`src/rtl/imem_fetch_sequencer.sv`:
```
// Instruction fetch sequencer for the single-cycle MIPS core.
// Owns the PC and drives the 64-entry combinational-read instruction memory.
// It handles boot delay, redirects, stalls with a deferred redirect, and halt.
// Optional build macro FETCH_COUNT_EN adds a 32-bit fetch_count output.
// That output counts consumed instructions.

module imem_fetch_sequencer #(
  parameter int unsigned          ADDR_W      = 6,
  parameter logic [ADDR_W-1:0]    RESET_PC    = '0,
  parameter int unsigned          BOOT_CYCLES = 4,
  parameter logic [31:0]          HALT_WORD   = 32'hFFFF_FFFF
) (
  input  logic              clk,
  input  logic              reset,
  input  logic              stall,
  input  logic              redirect,
  input  logic [ADDR_W-1:0] redirect_target,
  input  logic              halt_req,
  output logic [ADDR_W-1:0] imem_addr,
  input  logic [31:0]       imem_instr,
  output logic [31:0]       instr_out,
  output logic              instr_valid,
  output logic [ADDR_W+1:0] pc_byte,
  output logic              halted
`ifdef FETCH_COUNT_EN
  ,
  output logic [31:0]       fetch_count
`endif
);

  typedef enum logic [1:0] {StBoot, StRun, StStall, StHalt} state_e;

  localparam logic [3:0] BootLast = 4'(BOOT_CYCLES - 1);

  state_e            state_q;
  logic [ADDR_W-1:0] pc_q;
  logic [3:0]        boot_cnt_q;
  logic [31:0]       hold_q;
  logic [ADDR_W-1:0] pend_q;
  logic              pend_valid_q;
  logic              instr_valid_q;
  logic              halted_q;
  logic              halt_now;

  // A halt word or an external request both stop the sequencer while running.
  assign halt_now = halt_req || (imem_instr == HALT_WORD);

  // Address and decoder-facing outputs; only RUN passes the memory word straight through.
  always_comb begin
    imem_addr   = pc_q;
    pc_byte     = {pc_q, 2'b00};
    instr_out   = (state_q == StRun) ? imem_instr : hold_q;
    instr_valid = instr_valid_q;
    halted      = halted_q;
  end

  // Sequencer FSM with PC, hold register, pending redirect and registered flags.
  always_ff @(posedge clk) begin
    if (reset) begin
      state_q       <= StBoot;
      pc_q          <= RESET_PC;
      boot_cnt_q    <= 4'd0;
      hold_q        <= 32'd0;
      pend_q        <= '0;
      pend_valid_q  <= 1'b0;
      instr_valid_q <= 1'b0;
      halted_q      <= 1'b0;
    end else begin
      unique case (state_q)
        StBoot: begin
          if (boot_cnt_q == BootLast) begin
            state_q       <= StRun;
            instr_valid_q <= 1'b1;
          end else begin
            boot_cnt_q <= boot_cnt_q + 4'd1;
          end
        end
        StRun: begin
          if (halt_now) begin
            state_q       <= StHalt;
            hold_q        <= imem_instr;
            instr_valid_q <= 1'b0;
            halted_q      <= 1'b1;
          end else if (stall) begin
            state_q <= StStall;
            hold_q  <= imem_instr;
            if (redirect) begin
              pend_q       <= redirect_target;
              pend_valid_q <= 1'b1;
            end
          end else if (redirect) begin
            pc_q <= redirect_target;
          end else begin
            pc_q <= pc_q + ADDR_W'(1);
          end
        end
        StStall: begin
          if (halt_req) begin
            state_q       <= StHalt;
            pend_valid_q  <= 1'b0;
            instr_valid_q <= 1'b0;
            halted_q      <= 1'b1;
          end else if (stall) begin
            // Latest redirect seen during the stall wins.
            if (redirect) begin
              pend_q       <= redirect_target;
              pend_valid_q <= 1'b1;
            end
          end else begin
            state_q      <= StRun;
            pend_valid_q <= 1'b0;
            if (redirect) begin
              pc_q <= redirect_target;
            end else if (pend_valid_q) begin
              pc_q <= pend_q;
            end else begin
              pc_q <= pc_q + ADDR_W'(1);
            end
          end
        end
        StHalt: begin
          // Frozen until reset.
        end
        default: begin
          state_q <= StBoot;
        end
      endcase
    end
  end

`ifdef FETCH_COUNT_EN
  logic        advance;
  logic [31:0] fetch_count_q;

  // An instruction is consumed on an advancing RUN cycle or on the stall-exit cycle.
  assign advance = ((state_q == StRun) && !halt_now && !stall) ||
                   ((state_q == StStall) && !halt_req && !stall);

  // Free-running consumed-instruction counter, wraps at 2^32.
  always_ff @(posedge clk) begin
    if (reset) begin
      fetch_count_q <= 32'd0;
    end else if (advance) begin
      fetch_count_q <= fetch_count_q + 32'd1;
    end
  end

  assign fetch_count = fetch_count_q;
`endif

endmodule
```
`config.mk`:
```
export PLATFORM = sky130hd
export DESIGN_NAME = imem_fetch_sequencer
export DESIGN_NICKNAME = d
export VERILOG_FILES = /design/src/rtl/imem_fetch_sequencer.sv
export SDC_FILE = /design/constraint.sdc
export NUM_CORES = 1
export LEC_CHECK = 0
export ABC_AREA = 1
export BUFFER_PORTS_ARGS = -buffer_cell sky130_fd_sc_hd__buf_2
export CORE_UTILIZATION = 25
export DETAILED_ROUTE_END_ITERATION = 6
export GPL_TIMING_DRIVEN = 0
export PLACE_DENSITY = 0.42
export REMOVE_ABC_BUFFERS = 1
export SLEW_MARGIN = 20
export SYNTH_ARGS = -nofsm -noshare
export SYNTH_HDL_FRONTEND = slang
export SYNTH_SLANG_ARGS = --single-unit
```
`constraint.sdc`:
```
create_clock -name clk -period 2 [get_ports clk]
set_input_delay 0.4 -clock clk [delete_from_list [all_inputs] [get_ports clk]]
set_output_delay 0.4 -clock clk [all_outputs]
set_load 0.005 [all_outputs]
```
### Word-level counts from Yosys, hierarchy flattened

Cells that the tools add are included.
Widths: inputs -> output; s select.

| storage, ports and cells | value |
|---|---|
| output and inout port bits | 48 |
| register bits | 53 |
| latch bits | 0 |
| memories | 0 |
| input bits | 43 |
| memory bits (writable) | 0 |
| ROM bits | 0 |

| cells by class | value |
|---|---|
| equal/unequal tests | 14 |
| multiply operators | 0 |
| muxes and demuxes | 35 |
| div/mod/pow operators | 0 |
| bitwise gates (word level) | 1 |
| shift-type cells | 0 |
| add/subtract/negate cells | 2 |
| reductions and logical operators | 13 |
| $lt $le $gt $ge | 0 |

Operators by type and width:

| operator | number |
|---|---|
| $mux 32 | 3 |
| $mux 6 | 11 |
| $eq 32x32->1 const B | 1 |
| $pmux 6 s2 | 2 |
| $ne 2x2->1 const B | 8 |
| $mux 1 | 10 |
| $mux 2 | 5 |
| $reduce_and 3->1 | 3 |
| $reduce_and 4->1 | 2 |
| $add 6x1->6 const B | 1 |
| $ne 3x3->1 const B | 2 |
| $pmux 2 s3 | 1 |
| $reduce_and 5->1 | 1 |
| $add 4x1->4 const B | 1 |
| $eq 4x2->1 const B | 1 |
| $pmux 1 s2 | 2 |
| $reduce_and 2->1 | 2 |
| $reduce_bool 2->1 | 2 |
| $pmux 1 s3 | 1 |
| $reduce_bool 3->1 | 1 |
| $eq 2x1->1 const B | 1 |
| $eq 2x2->1 const B | 1 |
| $logic_not 2->1 | 1 |
| $logic_or 1x1->1 | 1 |
| $not 1->1 | 1 |

### Longest topological paths before layout

Gate-level depths: netlist of the first run.

| logic depth | value |
|---|---|
| word-level depth | 6 |
| depth in mapped cells | 13 |

### Worst setup path after synthesis of the first run

Ideal clock, no wire load.

| timing path | value |
|---|---|
| path kind | reg-to-output |
| from | reg state_q[1] |
| to | out instr_out[10] |
| stages on the path, launching flop included | 7 |
| arrival time | 1.119 ns |
| path buffers | 2 |
| slack | 0.481 ns |
| path through | dfxtp_1 -> inv_1 -> ha_1 -> buf_4 -> clkbuf_1 -> nand2_1 -> nand2_1 |

| on the way | value |
|---|---|
| cells in the longest elaborated chain, start to end | 2 |

RTL lines:

| item | line | RTL |
|---|---|---|
| from (decl) | 35 | `state_e state_q;` |
| from (signal assigned) | 60 | `state_q <= StBoot;` |
| from (signal assigned) | 72 | `state_q <= StRun;` |
| from (signal assigned) | 80 | `state_q <= StHalt;` |
| $eq 2x1->1 | 52 | `instr_out = (state_q == StRun) ? imem_instr : hold_q;` |
| $mux 32 | 52 |  |
| to (decl) | 21 | `output logic [31:0] instr_out,` |

No other way between the ends.

### Final worst setup path of the first run

| timing path | value |
|---|---|
| from | reg state_q[1] |
| to | out instr_out[28] |

Same word-level chain as after synthesis.

==> metrics.txt, run 1 <==
# TYPE chip_impl_metric gauge
chip_impl_metric{name="synth.cell_area",unit="µm²"} 3040
chip_impl_metric{name="finalCriticalPeriod",unit="ps"} 1900
chip_impl_metric{name="postLayoutCellArea",unit="µm²"} 3700
chip_impl_info{name="critical_path_class",value="register to output pin"} 1
chip_impl_metric{name="area_growth",unit="%"} 21.5
chip_impl_metric{name="wirelength",unit="µm"} 8350
chip_impl_metric{name="detail_route.wl_per_cell",unit="µm"} 11.8
chip_impl_metric{name="yosys_register_bits",unit=""} 53
chip_impl_metric{name="drtAntennaViolNets",unit=""} 0
chip_impl_info{name="status",value="finished with violations"} 1
chip_impl_metric{name="clock_sinks",unit=""} 53
chip_impl_metric{name="placementRows",unit=""} 39
chip_impl_metric{name="drive_above_1_share",unit="%"} 20.3
chip_impl_metric{name="powerDensity",unit="nW/µm²"} 1290
chip_impl_info{name="failed_checks",value="DRC"} 1
chip_impl_metric{name="synthCells",unit=""} 494
chip_impl_metric{name="fin_tns_setup",unit="ps"} 0
chip_impl_metric{name="grt_first_pass_wirelength",unit="µm"} 14000
chip_impl_info{name="synth_top_family_by_area",value="simple AND/OR/NAND/NOR gates"} 1
chip_impl_info{name="reg2reg_to",value="imem_addr[5]"} 1
chip_impl_metric{name="synth-compound-area-share",unit="%"} 10.3
chip_impl_info{name="grt_setup_unrepaired",value="yes"} 1
chip_impl_metric{name="hpwl",unit="µm"} 5710
chip_impl_metric{name="worst_clock_skew",unit="ps"} 11.3
chip_impl_metric{name="insertedDiodeCount",unit=""} 0
chip_impl_metric{name="coreArea",unit="µm²"} 11700
chip_impl_metric{name="ff_latch_area",unit="µm²"} 1060
chip_impl_metric{name="cells_after_dpl",unit=""} 696
chip_impl_metric{name="synth.yosys.seq_area_share",unit="%"} 34.9
chip_impl_metric{name="die_area",unit="µm²"} 12600
chip_impl_metric{name="hold-path-cell-count",unit=""} 2
chip_impl_metric{name="grt_start_max_net_pins",unit=""} 36
chip_impl_metric{name="worst-path-max-fanout",unit=""} 35
chip_impl_metric{name="die_x",unit="µm"} 112
chip_impl_metric{name="drt_pre_antenna_iters",unit=""} 7
chip_impl_info{name="holdPathEnd",value="halted"} 1
chip_impl_metric{name="grt_use_total",unit="%"} 13.7
chip_impl_metric{name="final_cell_count_no_fill",unit=""} 705
chip_impl_metric{name="yosysUniqueCellTypes",unit=""} 25
chip_impl_info{name="clock-root-buffer",value="clkbuf_16"} 1
chip_impl_metric{name="fmax",unit="MHz"} 528
chip_impl_metric{name="chip_height",unit="µm"} 112
chip_impl_metric{name="path_clk_slew",unit="ps"} 80
chip_impl_metric{name="synth-adder-area-share",unit="%"} 2.06
chip_impl_metric{name="worst_skew_pair.late_latency",unit="ps"} 300
chip_impl_metric{name="average_via_count_per_standard_cell",unit=""} 4.33
chip_impl_metric{name="routabilityCongestion",unit=""} 0.703
chip_impl_info{name="min-delay-path-class",value="input port to register"} 1
chip_impl_metric{name="power_leakage",unit="nW"} 1.86
chip_impl_metric{name="post-route-period-util",unit="%"} 94.8
chip_impl_info{name="cts_tree",value="built"} 1
chip_impl_metric{name="maxSlewViolCount",unit=""} 0
chip_impl_info{name="timing.rr.start",value="state_q[0]"} 1
chip_impl_metric{name="buffer_ports.inserted",unit=""} 88
chip_impl_info{name="hold_crit_start",value="reset"} 1
chip_impl_info{name="critical_path.endpoint_type",value="output pin"} 1
chip_impl_metric{name="setup_viol",unit=""} 0
chip_impl_metric{name="drt_iter0_drc",unit=""} 103
chip_impl_metric{name="multi_input_logic_area",unit="µm²"} 1680
chip_impl_metric{name="crit_required",unit="ps"} 1600
chip_impl_metric{name="crit_arrival",unit="ps"} 1500
chip_impl_metric{name="timing.reg2reg.worst_path_depth",unit=""} 12
chip_impl_metric{name="drcViolationCount",unit=""} 6
chip_impl_metric{name="worst_hold_slack",unit="ps"} 286
chip_impl_metric{name="yosys.area_share.xor_xnor",unit="%"} 0.288
chip_impl_metric{name="final_hold_viol_count",unit=""} 0
chip_impl_metric{name="antenna_found_initial",unit=""} 0
chip_impl_metric{name="final_core_utilization",unit="%"} 31.7
chip_impl_metric{name="pin_count",unit=""} 91
chip_impl_metric{name="htree_num_levels",unit=""} 2
chip_impl_metric{name="detailed_place.area",unit="µm²"} 3500
chip_impl_metric{name="syn_area_per_cell",unit="µm²"} 6.16
chip_impl_metric{name="r2r_slack",unit="ps"} 190
chip_impl_metric{name="synth.area.mux_share",unit="%"} 0.658
chip_impl_metric{name="routed-via-count",unit=""} 3053
chip_impl_metric{name="grt_pass1_vias",unit=""} 2837
chip_impl_metric{name="max-clock-path-buffers",unit=""} 2
chip_impl_metric{name="ir_worst_vdd",unit="µV"} 448
chip_impl_metric{name="layout.nets",unit=""} 609
chip_impl_metric{name="ys_warn_count",unit=""} 0
chip_impl_metric{name="grt_overflow",unit=""} 0
chip_impl_info{name="worst_setup_path_start_kind",value="register"} 1
chip_impl_metric{name="tritoncts.num_buffers",unit=""} 5
chip_impl_metric{name="synth-simple-area-share",unit="%"} 40.6
chip_impl_metric{name="final.fill_count",unit=""} 1281
chip_impl_metric{name="max_cap_violations",unit=""} 0
chip_impl_metric{name="start_util",unit="%"} 26.1
## sequential cells by signal, summed over array words and instances (netlist names)
| register | count |
|---|---|
| hold_q | 32 |
| imem_addr | 6 |
| pend_q | 6 |
| boot_cnt_q | 4 |
| state_q | 2 |
| halted | 1 |
| instr_valid | 1 |
| pend_valid_q | 1 |
## power by group
part | switching [mW] | internal [mW]
Clock | 0.419 | 0.469
Combinational | 1.41 | 0.920
Sequential | 0.197 | 1.34
Total | 2.03 | 2.73
## through the flow
stage	setup WS (ps)	total power, mW
after floorplan	-831	2.94
after global placement	-2250	3.76
after detailed placement	-498	3.84
after CTS	20.1	4.82
after global routing	-3.72	5.25
final	104	4.75
## per-layer routing
| layer | vias to the layer above | GRT usage [%] | routed length, µm |
|---|---|---|---|
| met4 | 0 | 2.93 | 62 |
| met1 | 1308 | 18.2 | 4110 |
| li1 | 1662 | - | - |
| met5 | - | 0 | 0 |
| met2 | 78 | 21.8 | 3560 |
| met3 | 5 | 4.21 | 617 |
## cell type report
type                    count  area share, %
multi-input cells         380           45.3
flip-flops and latches     53           28.7
repair buffers             91           13.7
well taps                 143           4.84
inverters                  30           3.55
clock buffers               6           3.49
clock inverters             2          0.372
## critical path: stages (launching register included)
cell and delay [ps]:
dfxtp_1 330, inv_1 90, ha_4 190, buf_16 160
inv_16 130, nand2_1 70, nand2_1 80, buf_2 110
## cell families after synthesis
family | after synthesis
compound gates | 62
xor+xnor | 1
fa+ha+maj | 5
buf+inv | 62
flops | 53
mux | 2
other cells | 1
simple gates | 308
## cell usage in the layout, fill, tap and decap left out, types with 2 or more instances in the layout
master	synthesis	routed
ha_1	5	4
nand3_1	24	24
buf_16	0	2
clkbuf_16	0	5
mux2i_1	2	2
nand3_2	2	2
nor2_1	97	96
nand4_1	3	3
dfxtp_1	53	53
nor2_2	5	6
nand2_4	2	2
buf_2	6	88
nand2_1	174	174
conb_1	1	2
o21ai_1	19	19
a21oi_1	20	19
inv_1	28	27
o21ai_0	21	21
## what timing repair did
item,4_1_cts,5_1_grt
endpoints found under the setup margin,78,42
gates resized for setup,4,5
cloned,0,0
buffers inserted,2,0
hold buffers,0,0
## synth_stat cells, drive strengths merged
| cell type | n | area [µm²] |
|---|---|---|
| clkinv | 1 | 3.75 |
| xnor2 | 1 | 8.76 |
| clkbuf | 9 | 33.8 |
| nand3 | 26 | 140 |
| nor2 | 102 | 395 |
| inv | 29 | 111 |
| mux2i | 2 | 20.0 |
| o21ai | 40 | 200 |
| a31oi | 1 | 6.26 |
| nand2 | 177 | 682 |
| a21oi | 20 | 100 |
| o211ai | 1 | 7.51 |
| conb | 1 | 3.75 |
| nand4 | 3 | 18.8 |
| dfxtp | 53 | 1060 |
| ha | 5 | 62.6 |
| buf | 23 | 188 |
## worst max-delay path by stage
stage,start,slack (ps),cells past startpoint,to
3_3_place_gp,state_q[1],-2250,8,imem_addr[5]
6_report,state_q[1],100,7,instr_out[28]
5_1_grt,state_q[0],-4,10,imem_addr[1]
2_1_floorplan,state_q[1],-830,7,imem_addr[0]
4_1_cts,state_q[1],20,7,instr_out[1]
3_5_place_dp,state_q[1],-500,8,imem_addr[2]
Note: power is estimated with default switching activity, not from simulation.
==> run 2, diff against run 1 <==
CORE_ASPECT_RATIO = 0.8   (was default)
==> run 2 against run 1 <==
Net effect:
- the flow now finishes without violations
- highest routed layer unchanged
- fmax down 0.79%
- utilization up 0.54 points
- sequential share of layout area down 0.52 points
- critical endpoint is now instr_out[6]
- global-route usage up 0.54 points
- critical path type unchanged
==> metrics.txt, run 2 (synthesis results as in run 1) <==
# TYPE chip_impl_metric gauge
chip_impl_info{name="status",value="finished clean"} 1
chip_impl_metric{name="drt_iter0_drc",unit=""} 148
chip_impl_metric{name="crit_required",unit="ps"} 1600
chip_impl_metric{name="drcViolationCount",unit=""} 0
chip_impl_metric{name="timing_worst_slew_pin_value",unit="ps"} 501
chip_impl_metric{name="worst_clock_skew",unit="ps"} 9.21
chip_impl_metric{name="largest_register_ff_count",unit=""} 32
chip_impl_metric{name="grt_use_total",unit="%"} 14.2
chip_impl_metric{name="average_via_count_per_standard_cell",unit=""} 4.44
chip_impl_metric{name="drt_pre_antenna_iters",unit=""} 6
chip_impl_info{name="layout_commonest_cell",value="nand2_1"} 1
chip_impl_metric{name="insertedDiodeCount",unit=""} 0
chip_impl_metric{name="pin_count",unit=""} 91
chip_impl_metric{name="powerDensity",unit="nW/µm²"} 1300
chip_impl_info{name="worst_setup_path_start_kind",value="register"} 1
chip_impl_info{name="layout.cells.most_common_list",value="nand2_1, nor2_1, buf_2, dfxtp_1, inv_1"} 1
chip_impl_metric{name="max_cap_violations",unit=""} 0
chip_impl_metric{name="post-route-period-util",unit="%"} 95.5
chip_impl_metric{name="routed-via-count",unit=""} 3168
chip_impl_info{name="grt_setup_unrepaired",value="no"} 1
chip_impl_info{name="critical_path.endpoint_type",value="output pin"} 1
chip_impl_metric{name="coreArea",unit="µm²"} 11700
chip_impl_metric{name="drive_above_1_share",unit="%"} 21.2
chip_impl_metric{name="path_clk_slew",unit="ps"} 70
chip_impl_metric{name="buffer_ports.inserted",unit=""} 88
chip_impl_metric{name="htree_num_levels",unit=""} 2
chip_impl_metric{name="chip_height",unit="µm"} 101
chip_impl_metric{name="finalWorstSetupSlack",unit="ps"} 89.3
chip_impl_info{name="clock-root-buffer",value="clkbuf_16"} 1
chip_impl_metric{name="start_util",unit="%"} 26.0
chip_impl_metric{name="placementRows",unit=""} 35
chip_impl_metric{name="grt_first_pass_wirelength",unit="µm"} 14300
chip_impl_metric{name="antenna_found_initial",unit=""} 0
chip_impl_metric{name="tritoncts.num_buffers",unit=""} 5
chip_impl_metric{name="maxSlewViolCount",unit=""} 0
chip_impl_metric{name="crit_arrival",unit="ps"} 1510
chip_impl_metric{name="post-layout-total-power",unit="mW"} 4.90
chip_impl_metric{name="grt_start_max_net_pins",unit=""} 36
chip_impl_metric{name="finalCriticalPeriod",unit="ps"} 1910
chip_impl_metric{name="fmax",unit="MHz"} 523
chip_impl_metric{name="grt_pass1_vias",unit=""} 2887
chip_impl_metric{name="hpwl",unit="µm"} 5810
chip_impl_metric{name="power_leakage",unit="nW"} 1.88
chip_impl_metric{name="preCtsSetupSlack",unit="ps"} -335
chip_impl_metric{name="drtAntennaViolNets",unit=""} 0
chip_impl_info{name="largest_register",value="hold_q"} 1
chip_impl_metric{name="postLayoutCellArea",unit="µm²"} 3770
chip_impl_metric{name="setup_viol",unit=""} 0
chip_impl_metric{name="die_x",unit="µm"} 125
chip_impl_metric{name="detail_route.wl_per_cell",unit="µm"} 12.2
chip_impl_metric{name="clock_sinks",unit=""} 53
chip_impl_metric{name="die_area",unit="µm²"} 12600
chip_impl_metric{name="max-clock-path-buffers",unit=""} 2
chip_impl_metric{name="final.fill_count",unit=""} 1327
chip_impl_metric{name="worst_skew_pair.late_latency",unit="ps"} 290
chip_impl_metric{name="wirelength",unit="µm"} 8710
chip_impl_metric{name="routabilityCongestion",unit=""} 0.698
chip_impl_metric{name="timing.slew.headroom",unit="%"} 66.6
chip_impl_metric{name="detailed_place.area",unit="µm²"} 3500
chip_impl_metric{name="grt_overflow",unit=""} 0
chip_impl_info{name="critical_path_class",value="register to output pin"} 1
chip_impl_metric{name="cts_hold_buf",unit=""} 0
chip_impl_metric{name="layout.nets",unit=""} 613
chip_impl_metric{name="final_hold_viol_count",unit=""} 0
chip_impl_metric{name="worst-path-max-fanout",unit=""} 15
chip_impl_info{name="cts_tree",value="built"} 1
chip_impl_metric{name="area_growth",unit="%"} 23.8
chip_impl_metric{name="ir_worst_vdd",unit="µV"} 546
chip_impl_info{name="min-delay-path-class",value="input port to register"} 1
-- run 2: path summary, 6_finish.rpt --
path | startpoint | to | slack, ps | cells past startpoint
setup / recovery | state_q[1] | instr_out[6] | 90 | 7
hold / removal | reset | halted | 290 | 2
setup reg to reg | state_q[1] | hold_q[24] | 250 | 8
hold reg to reg | halted | halted | 440 | 2
-- run 2: timing repair --
item	in CTS	in global routing
cloned	1	0
resized for setup	5	7
endpoints found under the setup margin	46	73
setup buffers	2	2
endpoints found under the hold margin	0	0
-- run 2: stage by stage --
| step | hold slack (ps) | utilization, % | TNS, ps | cells |
|---|---|---|---|---|
| final | 293 | 32.2 | 0 | 714 |
| after global routing | 295 | 32.2 | 0 | 714 |
| after CTS | 284 | 31.8 | 0 | 712 |
| after detailed placement | 438 | 30.0 | -11660 | 701 |
| after global placement | 430 | 29.5 | -131240 | 699 |
| after floorplan | 426 | - | -33230 | 463 |
-- run 2: final cells by class --
class                      count  area (µm²)  share of cell area (%)
clock buffer                   7         133                    3.52
clock inverter                 1        7.51                   0.199
inverter                      30         131                    3.49
multi-input combinational    380        1690                    44.8
sequential                    53        1060                    28.2
tap                          148         185                    4.91
timing repair buffer          95         563                    14.9
-- run 2: routing by layer --
layer | GRT usage (%) | up-vias | wire, µm
li1 | - | 1669 | -
met1 | 19.0 | 1428 | 4480
met2 | 24.0 | 66 | 3850
met3 | 2.39 | 5 | 305
met4 | 3.56 | 0 | 76
met5 | 0 | - | 0
-- run 2: critical path, cell delays in order (launching register included) --
cell and delay, ps:
dfxtp_2 340, inv_2 60, ha_4 170, buf_4 140, bufbuf_16 290, nand2_1 70
nand2_1 50, buf_2 120
-- run 2: where the power goes --
part / switching (mW) / total (mW) / internal, mW
Combinational: 1.46 / 2.49 / 1.03
Clock: 0.400 / 0.867 / 0.467
Sequential: 0.200 / 1.54 / 1.34
Total: 2.06 / 4.90 / 2.84
==> run 3, diff against run 2 <==
ABC_AREA = 0   (was 1)
CORE_UTILIZATION = 44   (was 25)
PLACE_DENSITY = 0.66   (was 0.42)
==> run 3 against run 2 <==
Net effect:
- power fell by 35%
- hold slack improved by 54 ps
- critical endpoint is now instr_out[14]
- fmax fell by 2.9%
- cell count fell by 29%
- clock skew fell by 3.3 ps
- highest routed layer unchanged
- flip-flop and latch count did not move
- critical path depth fell by 2
- sequential share of layout area rose by 0.68 points
- utilization rose by 21 points
- first-iteration DRC count fell by 31%
- global-route usage rose by 4.6 points
- clock power fell by 29%
==> metrics.txt, run 3 <==
# TYPE chip_impl_metric gauge
chip_impl_info{name="status",value="finished clean"} 1
chip_impl_info{name="ys_top_cells_by_count",value="nand2_1, dfxtp_1, mux2i_1"} 1
chip_impl_info{name="synth_area_leader",value="dfxtp_1"} 1
chip_impl_metric{name="chip_height",unit="µm"} 77.7
chip_impl_metric{name="worst_skew_pair.late_latency",unit="ps"} 300
chip_impl_metric{name="share_of_the_synthesized_area_in_the_top_cell_type",unit="%"} 33.6
chip_impl_metric{name="postLayoutCellArea",unit="µm²"} 3680
chip_impl_info{name="grt_setup_unrepaired",value="yes"} 1
chip_impl_metric{name="path_clk_slew",unit="ps"} 90
chip_impl_metric{name="critical_path.max_stage_delay",unit="ps"} 350
chip_impl_metric{name="worst_clock_skew",unit="ps"} 5.90
chip_impl_metric{name="synthCells",unit=""} 348
chip_impl_info{name="clock-root-buffer",value="clkbuf_8"} 1
chip_impl_info{name="crit_path_top_delay_cell",value="mux2_2"} 1
chip_impl_info{name="synthMostInstantiatedCell",value="nand2_1"} 1
chip_impl_metric{name="grt_first_pass_wirelength",unit="µm"} 11800
chip_impl_metric{name="coreArea",unit="µm²"} 6890
chip_impl_metric{name="drt_pre_antenna_iters",unit=""} 4
chip_impl_metric{name="yosys.area_share.xor_xnor",unit="%"} 1.67
chip_impl_metric{name="final_cell_count_no_fill",unit=""} 507
chip_impl_metric{name="final_hold_viol_count",unit=""} 0
chip_impl_metric{name="hpwl",unit="µm"} 4880
chip_impl_metric{name="ys_warn_count",unit=""} 0
chip_impl_metric{name="synth.yosys.seq_area_share",unit="%"} 33.6
chip_impl_metric{name="internal-power",unit="mW"} 2.17
chip_impl_metric{name="average_via_count_per_standard_cell",unit=""} 5.17
chip_impl_metric{name="syn_area_per_cell",unit="µm²"} 9.06
chip_impl_info{name="synth_ff_type",value="dfxtp_1"} 1
chip_impl_info{name="synthTopCellsByArea",value="dfxtp_1, mux2i_1, mux2_2, nand2_1, nand4_1"} 1
chip_impl_metric{name="pin_count",unit=""} 91
chip_impl_metric{name="yosysUniqueCellTypes",unit=""} 51
chip_impl_metric{name="synth-edff-count",unit=""} 0
chip_impl_info{name="min-delay-path-class",value="input port to register"} 1
chip_impl_info{name="synth_top_family_by_area",value="multiplexers"} 1
chip_impl_metric{name="grt_pass1_vias",unit=""} 2511
chip_impl_info{name="worst_setup_path_start_kind",value="register"} 1
chip_impl_metric{name="synth-simple-area-share",unit="%"} 19.8
chip_impl_metric{name="post-layout-total-power",unit="mW"} 3.16
chip_impl_metric{name="crit_required",unit="ps"} 1600
chip_impl_metric{name="wirelength",unit="µm"} 6950
chip_impl_metric{name="routed-via-count",unit=""} 2620
chip_impl_metric{name="detail_route.wl_per_cell",unit="µm"} 13.7
chip_impl_metric{name="grt_start_max_net_pins",unit=""} 84
chip_impl_metric{name="yosys_register_bits",unit=""} 53
chip_impl_info{name="timing.critical_path.cells",value="inv_2, ha_4, buf_16, mux2_2, buf_2"} 1
chip_impl_metric{name="htree_num_levels",unit=""} 2
chip_impl_metric{name="crit_arrival",unit="ps"} 1570
chip_impl_metric{name="insertedDiodeCount",unit=""} 0
chip_impl_metric{name="detailed_place.area",unit="µm²"} 3520
chip_impl_metric{name="ir_worst_vdd",unit="µV"} 437
chip_impl_metric{name="placementRows",unit=""} 27
chip_impl_metric{name="tritoncts.num_buffers",unit=""} 5
chip_impl_info{name="layout.cells.most_common_list",value="buf_2, nand2_1, dfxtp_1, mux2i_1, mux2_2"} 1
chip_impl_metric{name="power_leakage",unit="nW"} 1.61
chip_impl_info{name="critical_path.endpoint_type",value="output pin"} 1
chip_impl_metric{name="power.sequential.fraction",unit="%"} 42.6
chip_impl_metric{name="fmax",unit="MHz"} 508
chip_impl_metric{name="switching_share",unit="%"} 31.5
chip_impl_metric{name="cells_after_dpl",unit=""} 495
chip_impl_metric{name="buffer_ports.inserted",unit=""} 88
chip_impl_info{name="critical_path_class",value="register to output pin"} 1
chip_impl_metric{name="synth.cell_area",unit="µm²"} 3150
chip_impl_metric{name="ys_async_rst_share",unit="%"} 0
chip_impl_metric{name="maxSlewViolCount",unit=""} 0
chip_impl_metric{name="synth.area.mux_share",unit="%"} 24.1
chip_impl_metric{name="p_comb_share",unit="%"} 38.1
chip_impl_metric{name="clock_sinks",unit=""} 53
chip_impl_metric{name="setup_viol",unit=""} 0
chip_impl_metric{name="drt_iter0_drc",unit=""} 102
chip_impl_metric{name="final_core_utilization",unit="%"} 53.4
chip_impl_info{name="largest_register",value="hold_q"} 1
chip_impl_metric{name="share_clk_of_total_power",unit="%"} 19.4
chip_impl_metric{name="grt_overflow",unit=""} 0
chip_impl_metric{name="max_cap_violations",unit=""} 0
chip_impl_metric{name="drtAntennaViolNets",unit=""} 0
chip_impl_metric{name="synth-adder-area-share",unit="%"} 1.98
chip_impl_metric{name="max-clock-path-buffers",unit=""} 2
chip_impl_metric{name="start_util",unit="%"} 45.8
chip_impl_info{name="cts_tree",value="built"} 1
chip_impl_metric{name="grt_use_total",unit="%"} 18.8
chip_impl_metric{name="drive_above_1_share",unit="%"} 36.2
chip_impl_metric{name="antenna_found_initial",unit=""} 0
chip_impl_info{name="layout_commonest_cell",value="buf_2"} 1
chip_impl_metric{name="netSwitchingPower",unit="mW"} 0.995
chip_impl_metric{name="post-route-period-util",unit="%"} 98.4
chip_impl_metric{name="final.fill_count",unit=""} 650
chip_impl_metric{name="die_x",unit="µm"} 96.7
chip_impl_metric{name="synth-compound-area-share",unit="%"} 9.72
chip_impl_metric{name="timing_worst_slew_pin_value",unit="ps"} 754
chip_impl_metric{name="die_area",unit="µm²"} 7510
chip_impl_metric{name="layout.nets",unit=""} 468
chip_impl_metric{name="routabilityCongestion",unit=""} 0.781
chip_impl_metric{name="area_growth",unit="%"} 16.8
chip_impl_metric{name="worst-path-max-fanout",unit=""} 18
chip_impl_metric{name="drcViolationCount",unit=""} 0
chip_impl_metric{name="finalCriticalPeriod",unit="ps"} 1970
chip_impl_metric{name="largest_register_ff_count",unit=""} 32
chip_impl_metric{name="powerDensity",unit="nW/µm²"} 858
chip_impl_metric{name="timing.slew.headroom",unit="%"} 49.7
run 3: cell types whose count changed after synthesis, moves of 19 or more:
cell	before	now
o21ai_1	19	0
mux2i_1	2	40
o21ai_0	21	2
nand3_1	24	5
inv_1	28	9
mux2_2	0	32
nor2_1	97	12
nand2_1	174	84
run 3: cell families after synthesis:
group | Yosys count
compound gates | 37
xor+xnor | 6
fa+ha+maj | 5
buf+inv | 40
flops | 53
mux | 72
other cells | 1
simple gates | 134
run 3: cell type report:
type	count	area [µm²]	share of cell area (%)
well taps	87	109	2.96
multi-input cells	256	1840	49.8
clock buffers	7	86.3	2.34
inverters	9	36.3	0.985
flip-flops and latches	53	1060	28.9
repair buffers	95	553	15.0
run 3: per-stage QoR:
| stage | setup TNS [ps] | setup WS, ps | hold WS [ps] |
|---|---|---|---|
| 2_1_floorplan | -36390 | -710 | 432 |
| 3_3_place_gp | -88400 | -1470 | 440 |
| 3_5_place_dp | -14850 | -465 | 447 |
| 4_1_cts | 0 | 25.8 | 339 |
| 5_1_grt | -138 | -20.5 | 347 |
| 6_report | 0 | 32.8 | 347 |
run 3: layer usage:
metal,share of wire [%],track usage [%],routed length (µm),vias up
li1,-,-,-,1356
met1,48,24.7,3370,1189
met2,45,31.1,3100,71
met3,6.4,4.95,443,4
met4,0.52,4.03,36,0
met5,0,0,0,-
run 3: what timing repair did:
action / in CTS / in global routing
resized for setup: 4 / 4
hold buffers: 0 / 0
setup buffers: 5 / 0
setup endpoints to repair: 73 / 28
run 3: worst paths after layout:
path                   end  slack, ps  cells after the start          startpoint
min              pend_q[5]        350                      3  redirect_target[5]
min reg2reg      hold_q[0]        460                      2           hold_q[0]
max          instr_out[14]         30                      5          state_q[1]
max reg2reg   imem_addr[5]        170                      6          state_q[0]
run 3: critical path, delay by kind of cell, from the launching register on:
| family | cells | cell delay [ps] |
|---|---|---|
| buf+inv | 3 | 380 |
| mux | 1 | 350 |
| flops | 1 | 330 |
| fa+ha+maj | 1 | 200 |
run 3: power groups by stage:
stage / registers (mW) / logic (mW) / clock network [mW]
5_1_grt: 1.37 / 1.31 / 0.677
3_5_place_dp: 1.36 / 1.14 / 0
6_report: 1.35 / 1.20 / 0.612
4_1_cts: 1.35 / 1.20 / 0.637
3_3_place_gp: 1.35 / 1.09 / 0
2_1_floorplan: 1.34 / 0.717 / 0
